### config.mk
export PLATFORM = sky130hd
export DESIGN_NAME = morse_round_ctrl
export DESIGN_NICKNAME = d
export VERILOG_FILES = /design/src/rtl/morse_round_ctrl.sv
export SDC_FILE = /design/constraint.sdc
export NUM_CORES = 1
export LEC_CHECK = 0
export ABC_AREA = 1
export CORE_MARGIN = 3
export CORE_UTILIZATION = 56
export CTS_BUF_LIST = sky130_fd_sc_hd__clkbuf_4
export DETAILED_ROUTE_END_ITERATION = 10
export GPL_ROUTABILITY_DRIVEN = 0
export HOLD_SLACK_MARGIN = 0.12
export PLACE_DENSITY = 0.78
export SYNTH_ARGS = -nofsm -noshare
export SYNTH_HDL_FRONTEND = slang
export SYNTH_SLANG_ARGS = --single-unit
### constraint.sdc
create_clock -name clk -period 1.6 [get_ports clk]
set_input_delay 0.32 -clock clk [delete_from_list [all_inputs] [get_ports clk]]
set_output_delay 0.32 -clock clk [all_outputs]
set_load 0.02 [all_outputs]
### src/rtl/morse_round_ctrl.sv
// Round sequencer for the Morse trainer: plays a fixed number of rounds, each bounded
// by a shared ARM+WAIT timeout, then shows a pass/fail LED and tallies the score.
module morse_round_ctrl #(
  parameter int ROUNDS        = 8,
  parameter int ROUND_TIMEOUT = 250,
  parameter int RESULT_HOLD   = 100
) (
  input  logic       clk,
  input  logic       rst,
  input  logic       play_i,
  input  logic       letter_ready_i,
  input  logic       result_valid_i,
  input  logic       result_ok_i,
  output logic       round_start_o,
  output logic       busy_o,
  output logic [3:0] score_o,
  output logic [3:0] round_o,
  output logic       led_ok_o,
  output logic       led_fail_o,
  output logic       done_o
);
  typedef enum logic [2:0] {
    S_IDLE = 3'd0,
    S_ARM  = 3'd1,
    S_WAIT = 3'd2,
    S_SHOW = 3'd3,
    S_DONE = 3'd4
  } state_t;

  localparam logic [7:0] TO_LAST   = 8'(ROUND_TIMEOUT - 1);
  localparam logic [7:0] HOLD_LAST = 8'(RESULT_HOLD - 1);
  localparam logic [3:0] ROUNDS_L  = 4'(ROUNDS);

  state_t     state, state_nxt;
  logic [7:0] timer, timer_nxt;
  logic [3:0] score, score_nxt;
  logic [3:0] round, round_nxt;
  logic       led_ok, led_ok_nxt;
  logic       led_fail, led_fail_nxt;
  logic       play_q;
  logic       play_rise;
  logic       enter_show;
  logic       verdict_ok;

  assign play_rise = play_i & ~play_q;

  always_ff @(posedge clk or posedge rst) begin
    if (rst) begin
      state    <= S_IDLE;
      timer    <= '0;
      score    <= '0;
      round    <= '0;
      led_ok   <= 1'b0;
      led_fail <= 1'b0;
      play_q   <= 1'b0;
    end else begin
      state    <= state_nxt;
      timer    <= timer_nxt;
      score    <= score_nxt;
      round    <= round_nxt;
      led_ok   <= led_ok_nxt;
      led_fail <= led_fail_nxt;
      play_q   <= play_i;
    end
  end

  always_comb begin
    state_nxt    = state;
    timer_nxt    = timer;
    score_nxt    = score;
    round_nxt    = round;
    led_ok_nxt   = led_ok;
    led_fail_nxt = led_fail;
    enter_show   = 1'b0;
    verdict_ok   = 1'b0;

    case (state)
      S_IDLE, S_DONE: begin
        if (play_rise) begin
          score_nxt = '0;
          round_nxt = '0;
          timer_nxt = '0;
          state_nxt = S_ARM;
        end
      end
      S_ARM: begin
        // A letter arriving on the last tick still moves to WAIT; the >= compare
        // below then expires it on the following cycle.
        if (letter_ready_i) begin
          timer_nxt = timer + 8'd1;
          state_nxt = S_WAIT;
        end else if (timer >= TO_LAST) begin
          enter_show = 1'b1;
        end else begin
          timer_nxt = timer + 8'd1;
        end
      end
      S_WAIT: begin
        if (result_valid_i) begin
          enter_show = 1'b1;
          verdict_ok = result_ok_i;
        end else if (timer >= TO_LAST) begin
          enter_show = 1'b1;
        end else begin
          timer_nxt = timer + 8'd1;
        end
      end
      S_SHOW: begin
        if (timer >= HOLD_LAST) begin
          led_ok_nxt   = 1'b0;
          led_fail_nxt = 1'b0;
          timer_nxt    = '0;
          state_nxt    = (round >= ROUNDS_L) ? S_DONE : S_ARM;
        end else begin
          timer_nxt = timer + 8'd1;
        end
      end
      default: begin
        state_nxt    = S_IDLE;
        timer_nxt    = '0;
        led_ok_nxt   = 1'b0;
        led_fail_nxt = 1'b0;
      end
    endcase

    if (enter_show) begin
      state_nxt    = S_SHOW;
      timer_nxt    = '0;
      round_nxt    = (round == 4'hF) ? round : round + 4'd1;
      led_ok_nxt   = verdict_ok;
      led_fail_nxt = ~verdict_ok;
      if (verdict_ok && score != 4'hF) score_nxt = score + 4'd1;
    end
  end

  assign round_start_o = (state == S_ARM) || (state == S_WAIT);
  assign busy_o        = (state == S_ARM) || (state == S_WAIT) || (state == S_SHOW);
  assign done_o        = (state == S_DONE);
  assign score_o       = score;
  assign round_o       = round;
  assign led_ok_o      = led_ok;
  assign led_fail_o    = led_fail;
endmodule

==> run_results.csv <==
group,metric,value,unit
timing,timing.fmax,641,MHz
critical_path,end_kind,"flop",
logic_synthesis,synth_nets,189,
power,p_int,1520,uW
timing,rsz0062_at_grt,"true",
global_route,overflow,0,
logic_synthesis,yosysTopAreaCell,"dfrtp_1",
route,avgRoutedWirePerCell,13.5,um
critical_path,cp_data_required_time,1.79,ns
global_route,antenna_found_initial,0,
critical_path,critical_path_class,"reg -> reg",
timing,finalCritPeriodShare,0.976,
power,comb_power_share,0.614,
logic_synthesis,syn_area_per_cell,7.81,um2
final_layout,fillers,183,
logic_synthesis,syn_area,1380,um2
route,firstDrtPassIters,4,
critical_path,startpoint_type,"flop",
power,p_sw_frac,0.472,
logic_synthesis,yosysMostFrequentCell,"nand2_1",
placed_design,place.detailed.hpwl,2.38,mm
logic_synthesis,yosys-top-cells-count,"30 x nand2_1, 25 x inv_1, 23 x nand3_1",
cts,cts_tree,"built",
cts,cts-hold-fix-buffers,0,
global_route,grt_max_degree,23,
power,seqPwrFrac,0.297,
power,p_sw,1360,uW
timing,period_needed,1.56,ns
critical_path,crit_fanout,9,
power,peakVddDrop,1050,uV
logic_synthesis,synth_seq_cells,22,
logic_synthesis,synth-edff-count,0,
global_route,track_usage,0.210,
global_route,grtUsageMet3,0.0302,
timing,fin_ws,0.0392,ns
logic_synthesis,synth_top_area_frac,0.398,
timing,hold_violations,0,
cts,numCtsBuffers,3,
route,drtAntennaViolNets,0,
cts,htree_num_levels,1,
timing,finalMaxSlewViolations,0,
cts,cts-root-buf,"clkbuf_4",
die,dieWidth,55.7,um
die,row_count,17,
final_layout,fin_util,0.799,
route,drt-initial-drc-count,35,
logic_synthesis,synthesis.yosys.warnings,0,
logic_synthesis,synth.distinct_cells,23,
cts,cts.sinks,22,
logic_synthesis,yosysSeqAreaShare,0.398,
global_route,grtUsageMet2,0.389,
timing,slew_headroom,0.809,
die,io_pins,19,
power,power.leakage,0.000934,uW
global_route,grt.busiest_layer,"met2",
outcome,status,"finished clean",
logic_synthesis,synthTopCellsByArea,"dfrtp_1 40%, nand3_1 8.3%, nand2_1 8.1%, inv_1 6.8%, ha_1 5.4%",
logic_synthesis,synth_ff_type,"dfrtp_1",
global_route,grt_use_met1,0.247,
die,dieArea,3100,um2
route,vias_per_cell,5.45,
timing,setup_viol,0,
die,die_y,55.7,um
final_layout,drive_above_1_share,0.259,
die,core,2280,um2
final_layout,area_growth,31.6,%
route,drc,0,
placed_design,pre_cts_ws,-0.0349,ns
route,drt-total-wl,3.28,mm
min_path,holdCritPathClass,"in -> async",
run,cap_violations,0,
placed_design,portBuffers,18,
logic_synthesis,synth_async_sr_flop_share,1.00,
power,powerDensity,1590,nW/um2
global_route,grt_pass1_wl,5.34,mm
timing,worstMarginPinSlew,0.286,ns
critical_path,arrival,1.75,ns
cts,clk_pin_slew,0.13,ns
logic_synthesis,synth_cells,177,
route,vias,1331,
final_layout,antenna_cells,0,
global_route,grt_pass1_vias,1311,
die,start_util,0.607,
cts,clk_latency,0.30,ns
power,clkPwrFrac,0.089,
cts,cts_buffer_depth,2,
timing,skew,0.0109,ns
final_layout,finalNetCount,229,
## kinds of logic (layout without fill, tap and decap cells)
group,after synthesis,count (layout),share of synthesized area
and+or+nand+nor,93,93,0.337
adders and majority gates,6,6,0.0543
AOI/OAI and AO/OA,20,20,0.0869
xor gates and xnor gates,7,7,0.0443
DFF,22,22,0.398
buffers and inverters,29,68,0.0796
## layout make-up
type / count / area [um2] / area share
multi-input cells: 126 / 796 / 0.437
flip-flops and latches: 22 / 551 / 0.303
repair buffers: 35 / 298 / 0.164
inverters: 29 / 114 / 0.0626
well taps: 28 / 35.0 / 0.0193
clock buffers: 3 / 22.5 / 0.0124
clock inverters: 1 / 3.75 / 0.00206
## stage by stage
step	std cells	area (um2)	power [uW]	hold WS [ns]	setup TNS (ns)
floorplan	177	1380	1830	0.309	0
global placement	237	1700	2400	0.503	-0.0116
detailed placement	237	1700	2460	0.529	-0.0349
CTS	242	1720	2660	0.349	-0.00964
global route	244	1820	3130	0.375	-0.324
finish	244	1820	2880	0.330	0
## flip-flops by register name, summed over array words and instances (netlist names)
signal / flops
led_fail_o: 1
score_o: 4
play_q: 1
state: 3
led_ok_o: 1
timer: 8
round_o: 4
## placed cells by master (no fill, tap or decap), types with 5 or more instances in the layout
cell type,n
nand2_1,29
nand3_1,23
inv_1,22
dfrtp_1,22
nor2_1,16
buf_4,14
dlygate4sd2_1,10
o21ai_0,7
nand4_1,6
nand2_2,5
inv_2,5
ha_1,5
clkdlybuf4s50_1,5
## final timing paths
kind	from	end	slack, ns	cells past startpoint
min	rst	timer[7]	0.33	3
min reg2reg	led_fail_o	led_fail_o	0.54	2
max reg2reg	state[0]	state[2]	0.04	10
min in group clk	play_i	play_q	0.47	1
max in group asynchronous	rst	led_fail_o	1.04	3
max	state[0]	state[2]	0.04	10
## repair_timing
| item | in CTS | in global routing |
|---|---|---|
| gates resized for setup | 21 | 26 |
| buffers inserted | 1 | 2 |
| pin swaps | 0 | 3 |
| endpoints found under the hold margin | 0 | 0 |
| gates cloned | 0 | 0 |
| endpoints found under the setup margin | 13 | 18 |
## worst max-delay path, cell delays in order, from the launching register on
cell and delay [ns]:
dfrtp_1 0.42, buf_6 0.13, nor2_2 0.08, nand2_2 0.08, buf_4 0.17, inv_4 0.08, nand2_8 0.09, nand3_1 0.12
nand3_2 0.13, nand2_1 0.10, o21ai_1 0.06
## power by group through the flow
| stage | Combinational (uW) | Sequential (uW) | Clock (uW) |
|---|---|---|---|
| detailed placement | 1600 | 860 | 0 |
| floorplan | 885 | 941 | 0 |
| global placement | 1550 | 849 | 0 |
| finish | 1770 | 857 | 256 |
| CTS | 1550 | 846 | 262 |
| global route | 1950 | 881 | 299 |
## layer usage
| metal | vias to the layer above | share of wire |
|---|---|---|
| met3 | 2 | 0.037 |
| met1 | 640 | 0.43 |
| met5 | - | 0 |
| met4 | 0 | 0.0043 |
| met2 | 32 | 0.53 |
| li1 | 657 | - |
Power figures use the tool's default switching activity.
